==> src/rtl/bf_pkg.sv <==
// Shared opcode, error-code and scanner-state definitions for the bf core.
package bf_pkg;

    localparam int unsigned PC_W_DEF = 8;

    localparam logic [3:0] OP_LT    = 4'h0;
    localparam logic [3:0] OP_GT    = 4'h1;
    localparam logic [3:0] OP_INC   = 4'h2;
    localparam logic [3:0] OP_DEC   = 4'h3;
    localparam logic [3:0] OP_OPEN  = 4'h4;
    localparam logic [3:0] OP_CLOSE = 4'h5;
    localparam logic [3:0] OP_OUT   = 4'h6;
    localparam logic [3:0] OP_IN    = 4'h7;
    localparam logic [3:0] OP_STOP  = 4'hF;

    localparam logic [1:0] ERR_NONE            = 2'd0;
    localparam logic [1:0] ERR_UNMATCHED_CLOSE = 2'd1;
    localparam logic [1:0] ERR_UNMATCHED_OPEN  = 2'd2;
    localparam logic [1:0] ERR_OVERFLOW        = 2'd3;

    typedef enum logic [2:0] {
        ST_IDLE,
        ST_ISSUE,
        ST_EVAL,
        ST_WR_OPEN,
        ST_WR_CLOSE,
        ST_FIN,
        ST_ERR
    } jtb_state_e;

endpackage

==> src/rtl/bf_bracket_stack.sv <==
// LIFO of open-bracket addresses; top-of-stack, empty and full are combinational.
module bf_bracket_stack #(
    parameter int unsigned DEPTH = 16,
    parameter int unsigned W     = 8
) (
    input  logic         clk,
    input  logic         reset,
    input  logic         clr,
    input  logic         push,
    input  logic         pop,
    input  logic [W-1:0] push_data,
    output logic [W-1:0] pop_data_c,
    output logic         empty_c,
    output logic         full_c
);

    localparam int unsigned AW = (DEPTH > 1) ? $clog2(DEPTH) : 1;
    localparam int unsigned CW = $clog2(DEPTH + 1);

    logic [W-1:0]  mem_q [DEPTH];
    logic [CW-1:0] cnt_q;
    logic [CW-1:0] cnt_d;

    assign empty_c    = (cnt_q == '0);
    assign full_c     = (cnt_q == CW'(DEPTH));
    assign pop_data_c = mem_q[AW'(cnt_q - CW'(1))];

    // Clear wins over push/pop; push/pop at the limits are dropped.
    always_comb begin
        cnt_d = cnt_q;
        if (clr) begin
            cnt_d = '0;
        end else if (push && !full_c) begin
            cnt_d = cnt_q + CW'(1);
        end else if (pop && !empty_c) begin
            cnt_d = cnt_q - CW'(1);
        end
    end

    always_ff @(posedge clk) begin
        if (reset) begin
            cnt_q <= '0;
        end else begin
            cnt_q <= cnt_d;
        end
    end

    always_ff @(posedge clk) begin
        if (push && !full_c && !clr) begin
            mem_q[AW'(cnt_q)] <= push_data;
        end
    end

endmodule

==> src/rtl/bf_jump_table_builder.sv <==
// Single-pass bracket matcher: scans program memory and writes both ends of
// every [ ] pair into the jump-table RAM.
module bf_jump_table_builder
    import bf_pkg::*;
#(
    parameter int unsigned PC_W      = PC_W_DEF,
    parameter int unsigned STK_DEPTH = 16
) (
    input  logic            clk,
    input  logic            reset,
    input  logic            start,
    output logic [PC_W-1:0] prog_addr,
    input  logic [3:0]      prog_data,
    output logic            jt_we,
    output logic [PC_W-1:0] jt_addr,
    output logic [PC_W-1:0] jt_data,
    output logic            busy,
    output logic            done,
    output logic            error,
    output logic [1:0]      err_code
);

    localparam logic [PC_W-1:0] PC_LAST = '1;

    jtb_state_e      state_q, state_d;
    logic [PC_W-1:0] pc_q, pc_d;
    logic [PC_W-1:0] open_q, open_d;
    logic            jt_we_q, jt_we_d;
    logic [PC_W-1:0] jt_addr_q, jt_addr_d;
    logic [PC_W-1:0] jt_data_q, jt_data_d;
    logic            busy_q, busy_d;
    logic            done_q, done_d;
    logic            error_q, error_d;
    logic [1:0]      err_code_q, err_code_d;

    logic            stk_clr, stk_push, stk_pop;
    logic [PC_W-1:0] stk_top;
    logic            stk_empty, stk_full;
    logic            adv, term, term_empty;

    bf_bracket_stack #(
        .DEPTH (STK_DEPTH),
        .W     (PC_W)
    ) u_stack (
        .clk        (clk),
        .reset      (reset),
        .clr        (stk_clr),
        .push       (stk_push),
        .pop        (stk_pop),
        .push_data  (pc_q),
        .pop_data_c (stk_top),
        .empty_c    (stk_empty),
        .full_c     (stk_full)
    );

    always_comb begin
        state_d    = state_q;
        pc_d       = pc_q;
        open_d     = open_q;
        jt_we_d    = 1'b0;
        jt_addr_d  = jt_addr_q;
        jt_data_d  = jt_data_q;
        err_code_d = err_code_q;
        stk_clr    = 1'b0;
        stk_push   = 1'b0;
        stk_pop    = 1'b0;
        adv        = 1'b0;
        term       = 1'b0;
        term_empty = stk_empty;

        case (state_q)
            ST_IDLE, ST_FIN, ST_ERR: begin
                if (start) begin
                    stk_clr    = 1'b1;
                    pc_d       = '0;
                    err_code_d = ERR_NONE;
                    state_d    = ST_ISSUE;
                end
            end
            ST_ISSUE: state_d = ST_EVAL;
            ST_EVAL: begin
                case (prog_data)
                    OP_OPEN: begin
                        if (stk_full) begin
                            err_code_d = ERR_OVERFLOW;
                            state_d    = ST_ERR;
                        end else begin
                            stk_push   = 1'b1;
                            term_empty = 1'b0;
                            adv        = 1'b1;
                        end
                    end
                    OP_CLOSE: begin
                        if (stk_empty) begin
                            err_code_d = ERR_UNMATCHED_CLOSE;
                            state_d    = ST_ERR;
                        end else begin
                            stk_pop   = 1'b1;
                            open_d    = stk_top;
                            jt_we_d   = 1'b1;
                            jt_addr_d = stk_top;
                            jt_data_d = pc_q;
                            state_d   = ST_WR_OPEN;
                        end
                    end
                    OP_STOP: term = 1'b1;
                    default: adv  = 1'b1;
                endcase
            end
            ST_WR_OPEN: begin
                jt_we_d   = 1'b1;
                jt_addr_d = pc_q;
                jt_data_d = open_q;
                state_d   = ST_WR_CLOSE;
            end
            ST_WR_CLOSE: adv = 1'b1;
            default: state_d = ST_IDLE;
        endcase

        // The last address ends the program exactly like a stop opcode.
        if (adv) begin
            if (pc_q == PC_LAST) begin
                term = 1'b1;
            end else begin
                pc_d    = pc_q + PC_W'(1);
                state_d = ST_ISSUE;
            end
        end
        if (term) begin
            if (term_empty) begin
                state_d = ST_FIN;
            end else begin
                err_code_d = ERR_UNMATCHED_OPEN;
                state_d    = ST_ERR;
            end
        end

        busy_d  = (state_d == ST_ISSUE) || (state_d == ST_EVAL) ||
                  (state_d == ST_WR_OPEN) || (state_d == ST_WR_CLOSE);
        done_d  = (state_d == ST_FIN);
        error_d = (state_d == ST_ERR);
    end

    always_ff @(posedge clk) begin
        if (reset) begin
            state_q    <= ST_IDLE;
            pc_q       <= '0;
            open_q     <= '0;
            jt_we_q    <= 1'b0;
            jt_addr_q  <= '0;
            jt_data_q  <= '0;
            busy_q     <= 1'b0;
            done_q     <= 1'b0;
            error_q    <= 1'b0;
            err_code_q <= ERR_NONE;
        end else begin
            state_q    <= state_d;
            pc_q       <= pc_d;
            open_q     <= open_d;
            jt_we_q    <= jt_we_d;
            jt_addr_q  <= jt_addr_d;
            jt_data_q  <= jt_data_d;
            busy_q     <= busy_d;
            done_q     <= done_d;
            error_q    <= error_d;
            err_code_q <= err_code_d;
        end
    end

    assign prog_addr = pc_q;
    assign jt_we     = jt_we_q;
    assign jt_addr   = jt_addr_q;
    assign jt_data   = jt_data_q;
    assign busy      = busy_q;
    assign done      = done_q;
    assign error     = error_q;
    assign err_code  = err_code_q;

endmodule

==> config.mk <==
export PLATFORM = sky130hd
export DESIGN_NAME = bf_jump_table_builder
export DESIGN_NICKNAME = d
export VERILOG_FILES = /design/src/rtl/bf_pkg.sv /design/src/rtl/bf_bracket_stack.sv /design/src/rtl/bf_jump_table_builder.sv
export SDC_FILE = /design/constraint.sdc
export NUM_CORES = 1
export LEC_CHECK = 0
export CAP_MARGIN = 30
export CORE_UTILIZATION = 30
export CTS_CLUSTER_DIAMETER = 50
export DETAILED_ROUTE_END_ITERATION = 8
export PLACE_DENSITY = 0.44
export SETUP_SLACK_MARGIN = 0.5
export SLEW_MARGIN = 5
export SYNTH_ARGS = -nofsm -noshare
export SYNTH_HDL_FRONTEND = slang
export SYNTH_SLANG_ARGS = --single-unit
export TNS_END_PERCENT = 100
==> constraint.sdc <==
create_clock -name clk -period 4.6 [get_ports clk]
set_clock_uncertainty 0.15 [all_clocks]
set_input_delay 0.92 -clock clk [delete_from_list [all_inputs] [get_ports clk]]
set_output_delay 0.92 -clock clk [all_outputs]
set_load 0.01 [all_outputs]
After elaboration in Yosys (flattened, before gate mapping)
Memories as Yosys holds them, arrays and structs flattened. Index checks and enable logic that the tools add are counted.

Bits in registers: 46. Memory bits (writable): 128. Input bits: 7. Output and inout bits: 30. Logic and storage cells: 101. Memories kept: 1.

Memory list: u_stack.mem_q (words 16, bits a word 8, read ports 1, clocked after memory_dff 0, wr ports 1, RTL line bf_bracket_stack.sv:20) `logic [W-1:0] mem_q [DEPTH];`.

Add/subtract/negate cells: 3. Equal/unequal tests: 19. Muxes and demuxes: 48. Bitwise gates (word level): 1. Reduce and logical (&&, ||, !) cells: 18.

Operators by type and width (count): 8-bit 2-to-1 mux (8); 8-bit case mux with 2 select lines (2); 3-bit == test (second input constant) (6); 3-bit 2-to-1 mux (6); 1-bit 2-to-1 mux (17); 3-bit case mux with 5 select lines (1); 3-bit by 2-bit == test with 1-bit output (second input constant) (4); 2-bit 2-to-1 mux (6); 5-bit 2-to-1 mux (2); 8-bit by 1-bit adder with 8-bit output (second input constant) (1); 4-bit by 3-bit == test with 1-bit output (second input constant) (2); 8-bit == test (second input constant) (1); 2-bit case mux with 2 select lines (2); 3-bit by 1-bit == test with 1-bit output (second input constant) (2); 1-bit case mux with 2 select lines (3); 3-bit case mux with 2 select lines (1); 3-bit AND reduction (2); 5-bit by 1-bit adder with 5-bit output (second input constant) (1); 5-bit == test (second input constant) (1); 5-bit logical NOT (1); 5-bit by 1-bit subtractor with 5-bit output (second input constant) (1); 4-bit == test (second input constant) (1); 2-bit != test (second input constant) (2); 2-bit nonzero test (2); other kinds (7) (14).

Logic depth before layout (Yosys ltp)
Gate-level depths: netlist of run 1.

Depth after elaboration: 11. Mapped depth: 11. Gate-level depth less buffers: 7.

Hierarchy
Synthesis of run 1 repeated with hierarchy kept, for this count alone.

Cells, all modules: 576. Area, all modules: 7464.7 um^2.

Modules (own cells, without submodules): bf_bracket_stack (times used 1, cells each 336, area each 5461.5 um^2, seq. area each 3943.8 um^2); bf_jump_table_builder (times used 1, cells each 240, area each 2003.2 um^2, seq. area each 820.8 um^2).

Least setup slack after synthesis of run 1
OpenSTA, ideal clock, no wires.

Kind: register -> register. Start: register u_stack.cnt_q[0]. End: register jt_addr_q[3], in the netlist jt_addr[3]. Data arrival time: 3.123 ns. Required time: 4.324 ns. Slack: 1.201 ns. Cell stages (with the launch flop): 11. Path buffers: 4. Period minus slack after synthesis: 3.399 ns. Cell sequence: dfxtp_1 -> buf_2 -> buf_2 -> buf_2 -> inv_1 -> ha_1 -> xor2_1 -> clkbuf_1 -> mux4_2 -> a221o_1 -> o21bai_1.

Word-level cells in the longest chain between the ends: 5. Elaborated cells between the ends (all ways): 8. Those cells by class: add/sub: 1; eq/ne: 1; mux: 3; reduce/logical: 2; memory: 1.

Ends and longest elaborated chain: from (decl) (RTL line bf_bracket_stack.sv:21) `logic [CW-1:0] cnt_q;`; from (signal assigned) (RTL line bf_bracket_stack.sv:44) `cnt_q <= cnt_d;`; 5-bit by 1-bit subtractor with 5-bit output (RTL line bf_bracket_stack.sv:26) `assign pop_data_c = mem_q[AW'(cnt_q - CW'(1))];`; memory 16 x 8 bit; 8-bit 2-to-1 mux (RTL line bf_jump_table_builder.sv:94) `if (stk_empty) begin`; 8-bit 2-to-1 mux (RTL line bf_jump_table_builder.sv:82) `case (prog_data)`; 8-bit case mux with 2 select lines (RTL line bf_jump_table_builder.sv:71) `case (state_q)`; to (signal assigned) (RTL line bf_jump_table_builder.sv:161) `jt_addr_q <= jt_addr_d;`; to (decl) (RTL line bf_jump_table_builder.sv:29) `logic [PC_W-1:0] jt_addr_q, jt_addr_d;`.

Several ways; a longest one is shown, not always the timed one. The select of a mux whose other input is x is not followed. A chain may end at the register's enable or synchronous reset.

Worst setup path after layout of run 1
Start: input port prog_data[2]. End: register jt_addr_q[6], in the netlist jt_addr[6].

Word-level cells in the longest chain between the ends: 3.

Ends and longest elaborated chain: from (decl) (RTL line bf_jump_table_builder.sv:13) `input logic [3:0] prog_data,`; 4-bit by 3-bit == test with 1-bit output (RTL line bf_jump_table_builder.sv:82); 2-bit != test (no source line); 3-bit AND reduction (no source line).

Every way passes these cells.

==> summary.txt, run 1 <==
Status
  • Status: finished clean

STA
  • Fmax: 0.295 GHz
  • Measured slew at the worst slew-check pin: 0.959 ns
  • Crit share post-route: 73.6%
  • Max Slew Vio Count: 0
  • Final Hold Vio Count: 0
  • TNS Setup: 0 ns
  • Worst slew margin: 36.1%
  • RSZ-0062 raised after global routing: no
  • Tmin final: 3.39 ns
  • Setup violators final: 0

Pwr
  • Net Sw Frac: 23.9%
  • Peak VDD IR: 0.205 mV
  • Leak pwr: 0.00279 uW
  • Total net switching power: 771 uW
  • Part of the power in registers: 52.5%
  • P per Cell Area: 374 nW/um2
  • Pint: 2450 uW
  • Comb pwr share: 4.2%
  • Clock share of power: 43.2%

Placed design
  • Instance area at placement: 8040 um2
  • Final HPWL DP: 12.4 mm
  • GP Congestion: 0.783
  • Port-buffer cells: 36

Synth
  • Ys Warns: 0
  • Area of the mapped netlist: 7290 um2
  • Asr flop ratio synth: 0%
  • Syn_nets: 505
  • EDFF count, synth: 128
  • Seq/Total Area, Yosys: 65.4%
  • Yosys reg bits: 174
  • Synth cell types: 57
  • Post-synth top flop: edfxtp_1
  • Mean Syn Cell Area: 14.8 um2
  • Gate Count Post-Synth: 492

Global routing
  • Total track usage: 15.7%
  • Grt ovf: 0
  • Vias in the first global route: 4368
  • Initial antenna violation count: 0
  • Global-route wire length before repair: 27.7 mm
  • Largest net degree at the start of global routing: 38

Clocking
  • Clock insertion delay at the later pin of the skew report: 0.43 ns
  • Htree depth: 4
  • CTS tree: done
  • Max Buffers Root-to-Sink: 2
  • Num CTS Buffers: 17
  • Clk slew on worst S/H paths: 0.07 ns
  • # clock sinks: 174
  • Post-cts resize count: 0
  • Post-CTS setup buffer count: 0
  • CTS Hold Bufs: 0
  • CTS root buffer: clkbuf_16

Finish
  • Commonest non-fill, non-tap cell in the layout: edfxtp_1
  • Post-layout nets: 548
  • Antenna Cells: 0
  • Syn-to-layout area delta: 18.1%
  • Most frequent cells in the layout: edfxtp_1, dfxtp_1, clkdlybuf4s50_1, nand2_1, mux4_2
  • Share of layout cells above drive strength 1: 18.1%
  • Post-route design area: 8610 um2
  • Fill cells: 2285

Setup path
  • Crit path DAT: 3.60 ns
  • Worst path max stage delay: 0.84 ns
  • CP max FO: 12
  • Req. time, crit path: 4.82 ns
  • R2r setup slk: 1.32 ns
  • Crit end category: flip-flop
  • R2R Path End: prog_addr[5]
  • CP endpoint: jt_addr[6]
  • Critical path class: input pin to flip-flop
  • Critical-path top delay cell: nor4b_2
  • Startpoint Class: input pin
  • Start of the worst register-to-register path: u_stack.cnt_q[1]
  • CP Cell Sequence: clkdlybuf4s50_1 -> nor3b_1 -> nand4b_1 -> nor4b_2 -> a221o_1 -> o21bai_1
  • Critical path launch point: prog_data[2]
  • Cell count of the worst reg-to-reg path: 7

Detailed routing
  • Vias: 4376
  • Antenna Nets Post-Route: 0
  • DRT Pass-1 Iters: 5
  • 1st-iter DRT viols: 289
  • Residual DRC: 0
  • Vias per cell: 5.05
  • Routed WL: 18.3 mm
  • DR WL/cell: 21.1 um

Floorplanning
  • Row cnt: 56
  • Die footprint: 24900 um2
  • Starting density of the core: 30.9%
  • Die height: 158 um
  • Core box area: 23600 um2
  • Chip width: 158 um
  • I/O pins: 37

Flow run
  • Maxcap violations: 0

Worst hold path
  • Hold crit path type: flip-flop to flip-flop
layer usage:
layer / global-route usage [%] / wire length [um] / vias to the layer above
met2: 26.5 / 9320 / 78
met1: 20.5 / 8170 / 2263
met3: 2.93 / 641 / 18
met4: 4.48 / 205 / 0
li1: - / - / 2017
met5: 0 / 0 / -
layout make-up:
cell class | count | area, um2 | area share [%]
Clock inverter | 15 | 139 | 1.61
Timing Repair Buffer | 50 | 465 | 5.41
Sequential cell | 174 | 4770 | 55.4
Tap cell | 319 | 399 | 4.64
Multi-Input combinational cell | 284 | 2380 | 27.7
Clock buffer | 17 | 425 | 4.94
Inverter | 8 | 30.0 | 0.349
state kept, by name (all words and copies together) (netlist names):
register,flops
state_q,3
err_code,2
busy,1
error,1
jt_addr,8
prog_addr,8
u_stack.mem_q,128
u_stack.cnt_q,5
done,1
jt_data,8
jt_we,1
open_q,8
Yosys cell counts, types with 6 or more instances:
library cell	n	share of area, %
mux2_2	8	1.2
nor2_1	25	1.3
buf_2	6	0.41
nor3b_1	10	1.0
nor3_1	9	0.62
edfxtp_1	128	53
inv_1	8	0.41
a21o_1	6	0.62
o21ai_0	14	0.96
nand3_1	8	0.55
mux4_2	32	9.9
clkbuf_1	18	0.93
and2_1	17	1.5
dfxtp_1	46	13
nand2_1	33	1.7
ha_1	6	1.0
a22oi_1	8	0.82
a21oi_1	22	1.5
and3_1	7	0.60
through the flow:
step           setup slack (ns)  util (%)  std cells  hold WS [ns]  total power [uW]
3_5_place_dp              0.784      34.1        835         0.289              1860
6_report                   1.21      36.5        867         0.294              3220
2_1_floorplan              1.20         -        492         0.266              1810
5_1_grt                   0.942      36.5        867         0.321              3320
4_1_cts                    1.23      36.5        867         0.299              3250
3_3_place_gp              0.800      34.1        835         0.280              1860
critical path, delay by kind of cell:
| kind | cells | cell delay, ns |
|---|---|---|
| AOI/OAI and AO/OA | 2 | 0.42 |
| buffers and inverters | 1 | 0.52 |
| and+or+nand+nor | 3 | 1.73 |
worst min path at each step:
stage	from	endpoint	slack [ns]	depth (start not counted)
final	open_q[1]	open_q[1]	0.29	2
after global routing	open_q[0]	open_q[0]	0.32	2
after CTS	open_q[1]	open_q[1]	0.30	2
after detailed placement	open_q[0]	open_q[0]	0.29	2
after global placement	open_q[7]	open_q[7]	0.28	2
after floorplan	open_q[7]	open_q[7]	0.27	2
cell families (layout without fill, tap and decap cells):
logic type / Yosys count / count (layout) / synth area share [%]
buffers and inverters: 34 / 90 / 2.01
AO/OA/AOI/OAI: 86 / 86 / 8.28
adder cells (fa/ha/maj): 6 / 6 / 1.03
multiplexers: 41 / 41 / 11.3
AND/OR/NAND/NOR: 144 / 144 / 11.2
XOR/XNOR: 7 / 7 / 0.842
flip-flops: 174 / 174 / 65.4
power groups by stage:
stage               Clock [uW]  Combinational, uW  Sequential, uW
detailed placement           0                136            1730
global placement             0                137            1730
CTS                       1420                136            1690
finish                    1390                136            1690
floorplan                    0               89.6            1720
global route              1480                151            1690
Note: power is estimated with default switching activity, not from simulation.
==> run 2: changes to the inputs <==
PLACE_DENSITY = 0.45   (was 0.44)
clock period = 3 ns   (was 4.6 ns; I/O delays follow)
==> run 2 against run 1 <==
  * Sequential share of layout area down 3.7 points
  * Cell count up 4.8%
  * First-iteration DRC count down 2.1%
  * Combinational power up 71%
==> summary.txt, run 2 (synthesis results as in run 1) <==
Status
  • Status: finished clean

Setup path
  • Req. time, crit path: 3.21 ns
  • Startpoint Class: input pin
  • Crit path DAT: 2.67 ns
  • CP max FO: 5
  • Start of the worst register-to-register path: u_stack.cnt_q[1]
  • Crit end category: flip-flop
  • Cell count of the worst reg-to-reg path: 8
  • Critical path class: input pin to flip-flop
  • Critical path launch point: prog_data[2]

Detailed routing
  • Antenna Nets Post-Route: 0
  • Residual DRC: 0
  • Vias: 4560
  • DRT Pass-1 Iters: 5
  • 1st-iter DRT viols: 283
  • Vias per cell: 5.02
  • DR WL/cell: 21.2 um
  • Routed WL: 19.3 mm

Finish
  • Most frequent cells in the layout: edfxtp_1, dfxtp_1, buf_4, clkdlybuf4s50_1, nand2_1
  • Syn-to-layout area delta: 26.6%
  • Post-route design area: 9220 um2
  • Share of layout cells above drive strength 1: 28.5%
  • Commonest non-fill, non-tap cell in the layout: edfxtp_1
  • Antenna Cells: 0
  • Non-filler cells, final: 909
  • Largest Register: u_stack.mem_q
  • Post-layout nets: 590
  • Max reg flops: 128

Pwr
  • Net Sw Frac: 22.2%
  • Total net switching power: 1100 uW
  • Comb pwr share: 4.7%
  • Peak VDD IR: 0.524 mV
  • P per Cell Area: 537 nW/um2
  • Part of the power in registers: 52.4%
  • Pint: 3850 uW
  • Clock share of power: 42.9%
  • Leak pwr: 0.00320 uW

Worst hold path
  • HP Start: open_q[1]
  • Hold crit path type: flip-flop to flip-flop
  • Hold Path Depth: 2

Global routing
  • Met1 usage: 22.4%
  • M3 GR Usage: 2.82%
  • Vias in the first global route: 4676
  • Largest net degree at the start of global routing: 27
  • Global-route wire length before repair: 29.4 mm
  • Global route hottest layer: met2
  • GR Util met2: 27.4%
  • Initial antenna violation count: 0
  • Grt ovf: 0
  • Total track usage: 16.7%

Floorplanning
  • I/O pins: 37
  • Row cnt: 56
  • Chip width: 158 um
  • Core box area: 23600 um2
  • Die footprint: 24900 um2
  • Die height: 158 um
  • Starting density of the core: 30.9%

Clocking
  • CTS root buffer: clkbuf_16
  • Max Buffers Root-to-Sink: 2
  • CTS tree: done
  • Clock insertion delay at the later pin of the skew report: 0.43 ns
  • # clock sinks: 174
  • Num CTS Buffers: 17
  • Htree depth: 4
  • Clk slew on worst S/H paths: 0.07 ns

STA
  • Max Slew Vio Count: 0
  • Worst slew margin: 60.3%
  • TNS Setup: 0 ns
  • RSZ-0062 raised after global routing: yes
  • Crit share post-route: 81.9%
  • Fmax: 0.407 GHz
  • Measured slew at the worst slew-check pin: 0.591 ns
  • Setup violators final: 0
  • Tmin final: 2.46 ns
  • Final Hold Vio Count: 0

Placed design
  • Final HPWL DP: 13.4 mm
  • GP Congestion: 0.799
  • Placed Cells: 875
  • Instance area at placement: 8500 um2
  • Port-buffer cells: 36

Flow run
  • Maxcap violations: 0
==> run 2: cell type report <==
type	instances	area [um2]
Sequential cell	174	4770
Multi-Input combinational cell	284	2540
Tap cell	319	399
Fill cell	2215	14400
Inverter	8	37.5
Clock buffer	22	495
Timing Repair Buffer	92	902
Clock inverter	10	75.1
==> run 2: critical path, stage by stage <==
cell	delay [ns]
clkdlybuf4s50_1	0.47
or3b_4	0.43
or4_4	0.59
a31o_4	0.26
a31oi_4	0.15
a21boi_2	0.18
==> run 2: path summary, 6_finish.rpt <==
path / endpoint / slack [ns]
min: open_q[1] / 0.29
max: error / 0.54
min reg2reg: open_q[1] / 0.29
max reg2reg: error / 0.58
==> run 2: metrics by stage <==
stage	hold slack (ns)	util, %	worst slack, ns	power [uW]
after global routing	0.321	39.1	0.471	5110
after detailed placement	0.282	36.0	-0.0714	2870
final	0.293	39.1	0.544	4950
after global placement	0.278	36.0	-0.0405	2870
after CTS	0.292	38.7	0.435	5000
after floorplan	0.266	-	0.499	2780
==> run 2: power by group through the flow <==
stage	Sequential, uW	Combinational (uW)	Clock, uW
detailed placement	2640	228	0
global placement	2640	228	0
floorplan	2640	140	0
global route	2590	252	2260
finish	2590	232	2130
CTS	2590	232	2170
==> run 2: routing by layer <==
| metal | vias to the layer above | part of all wire, % | routed length [um] |
|---|---|---|---|
| met2 | 117 | 49 | 9360 |
| met3 | 17 | 3.8 | 733 |
| li1 | 2101 | - | - |
| met1 | 2325 | 46 | 8840 |
| met5 | - | 0 | 0 |
| met4 | 0 | 1.8 | 350 |
==> run 2: timing repair <==
| item | CTS | global route |
|---|---|---|
| pin swaps | 1 | 4 |
| buffers inserted | 2 | 0 |
| gates cloned | 0 | 0 |
| gates resized for setup | 14 | 22 |
| setup endpoints to repair | 142 | 141 |
| hold buffers | 0 | 0 |
==> run 3: changes to the inputs <==
clock period = 2 ns   (was 3 ns; I/O delays follow)
==> run 3 against run 2 <==
  * Via count rose by 6.1%
  * Cell area rose by 12%
  * Non-clock buffer count rose by 69
  * Critical path depth rose by 3
  * Setup slack got worse by 0.96 ns
  * Total power rose by 56%
  * Combinational power rose to 2.7 times the previous value
  * Global-route usage rose by 1.3 points
  * Critical path type is now flip-flop to flip-flop
  * Hold slack improved by 0.0025 ns
  * The run now ends with setup timing left
  * Die area did not move
  * Sequential cell count did not move
  * Utilization rose by 4.7 points
==> summary.txt, run 3 (synthesis results as in run 1) <==
Status
  • Status: finished with violations
  • Failing checks: setup timing

STA
  • TNS Setup: -21.82 ns
  • Fmax: 0.414 GHz
  • Max Slew Vio Count: 0
  • RSZ-0062 raised after global routing: yes
  • Worst slew margin: 59.5%
  • Measured slew at the worst slew-check pin: 0.606 ns
  • Final Hold Vio Count: 0
  • Crit share post-route: 121%
  • Fin worst setup slack: -0.414 ns
  • Setup violators final: 131
  • Tmin final: 2.41 ns

Finish
  • Largest Register: u_stack.mem_q
  • Post-layout util: 43.8%
  • Commonest non-fill, non-tap cell in the layout: edfxtp_1
  • Syn-to-layout area delta: 41.9%
  • Share of layout cells above drive strength 1: 52.4%
  • Post-layout nets: 659
  • Max reg flops: 128
  • Most frequent cells in the layout: edfxtp_1, buf_4, buf_6, mux4_2, nand2_1

Global routing
  • M3 GR Usage: 3.70%
  • Total track usage: 18.0%
  • Global-route wire length before repair: 31.7 mm
  • Met1 usage: 23.7%
  • Grt ovf: 0
  • Global route hottest layer: met2
  • GR Util met2: 29.4%
  • Vias in the first global route: 5107
  • Largest net degree at the start of global routing: 22
  • Initial antenna violation count: 2

Setup path
  • Req. time, crit path: 2.15 ns
  • Start of the worst register-to-register path: u_stack.cnt_q[0]
  • Critical path class: flip-flop to flip-flop
  • Cell count of the worst reg-to-reg path: 9
  • R2r setup slk: -0.41 ns
  • CP max FO: 6
  • Crit path DAT: 2.56 ns
  • R2R Path End: jt_addr[5]
  • Startpoint Class: flip-flop
  • Crit end category: flip-flop
  • Critical path launch point: u_stack.cnt_q[0]
  • CP endpoint: jt_addr[5]

Clocking
  • Max Buffers Root-to-Sink: 2
  • Clk slew on worst S/H paths: 0.07 ns
  • CTS root buffer: clkbuf_16
  • Htree depth: 4
  • # clock sinks: 174
  • Num CTS Buffers: 17
  • Clock insertion delay at the later pin of the skew report: 0.42 ns
  • CTS tree: done

Detailed routing
  • 1st-iter DRT viols: 281
  • Vias per cell: 4.94
  • DRT Pass-1 Iters: 4
  • Routed WL: 21.1 mm
  • DR WL/cell: 21.6 um
  • Residual DRC: 0
  • Vias: 4840
  • Antenna Nets Post-Route: 0

Placed design
  • Port-buffer cells: 36
  • Final HPWL DP: 14.1 mm
  • GP Congestion: 0.773

Flow run
  • Maxcap violations: 0

Floorplanning
  • Die height: 158 um
  • I/O pins: 37
  • Starting density of the core: 30.9%
  • Core box area: 23600 um2
  • Die footprint: 24900 um2
  • Row cnt: 56
  • Chip width: 158 um

Pwr
  • Leak pwr: 0.00387 uW
  • Peak VDD IR: 0.537 mV
  • Total Power: 7710 uW
  • P per Cell Area: 746 nW/um2

Worst hold path
  • Hold crit path type: flip-flop to flip-flop
## run 3: worst min path at each step
stage	end	startpoint	slack, ns	cells after the start
final	open_q[1]	open_q[1]	0.30	2
after global routing	open_q[1]	open_q[1]	0.32	2
after CTS	open_q[1]	open_q[1]	0.30	2
after detailed placement	open_q[1]	open_q[1]	0.28	2
after global placement	open_q[7]	open_q[7]	0.28	2
after floorplan	open_q[7]	open_q[7]	0.27	2
## run 3: worst max-delay path: stages (launching register included)
cell	delay, ns
dfxtp_4	0.39
inv_8	0.04
buf_6	0.11
ha_4	0.17
xor2_4	0.23
buf_12	0.17
mux4_2	0.35
nor3b_2	0.18
a221o_1	0.32
o21bai_1	0.18
## run 3: area by class of cell
cell class,instances,area [um2]
Antenna cell,1,2.50
Clock buffer,21,470
Clock inverter,11,108
Fill cell,2148,13300
Inverter,8,37.5
Multi-Input combinational cell,284,2950
Sequential cell,174,4810
Tap cell,319,399
Timing Repair Buffer,161,1550
## run 3: per-layer routing
metal  vias to the layer above  wire, um
met5                         -        13
met4                         2       541
met3                        23       971
met2                       111     10200
met1                      2450      9360
li1                       2254         -
## run 3: metrics by stage
stage | setup slack [ns] | hold WS [ns] | cells | cell area, um2
after detailed placement | -0.783 | 0.283 | 902 | 8800
after global placement | -0.736 | 0.280 | 902 | 8800
after floorplan | -0.497 | 0.266 | 492 | 7570
after CTS | -0.445 | 0.300 | 973 | 10100
after global routing | -0.461 | 0.319 | 978 | 10300
final | -0.414 | 0.295 | 979 | 10300
## run 3: what timing repair did
item,CTS,global route
setup buffers,34,5
hold buffers,0,0
pin swaps,34,39
setup endpoints to repair,204,183
hold endpoints to repair,0,0
gates resized for setup,256,41
cloned,5,0
## run 3: power breakdown
| part | switching [uW] | total, uW | leakage, uW | internal [uW] |
|---|---|---|---|---|
| Sequential | 12.0 | 3870 | 0.00164 | 3860 |
| Combinational | 322 | 629 | 0.00195 | 307 |
| Clock | 1380 | 3210 | 0.000280 | 1830 |
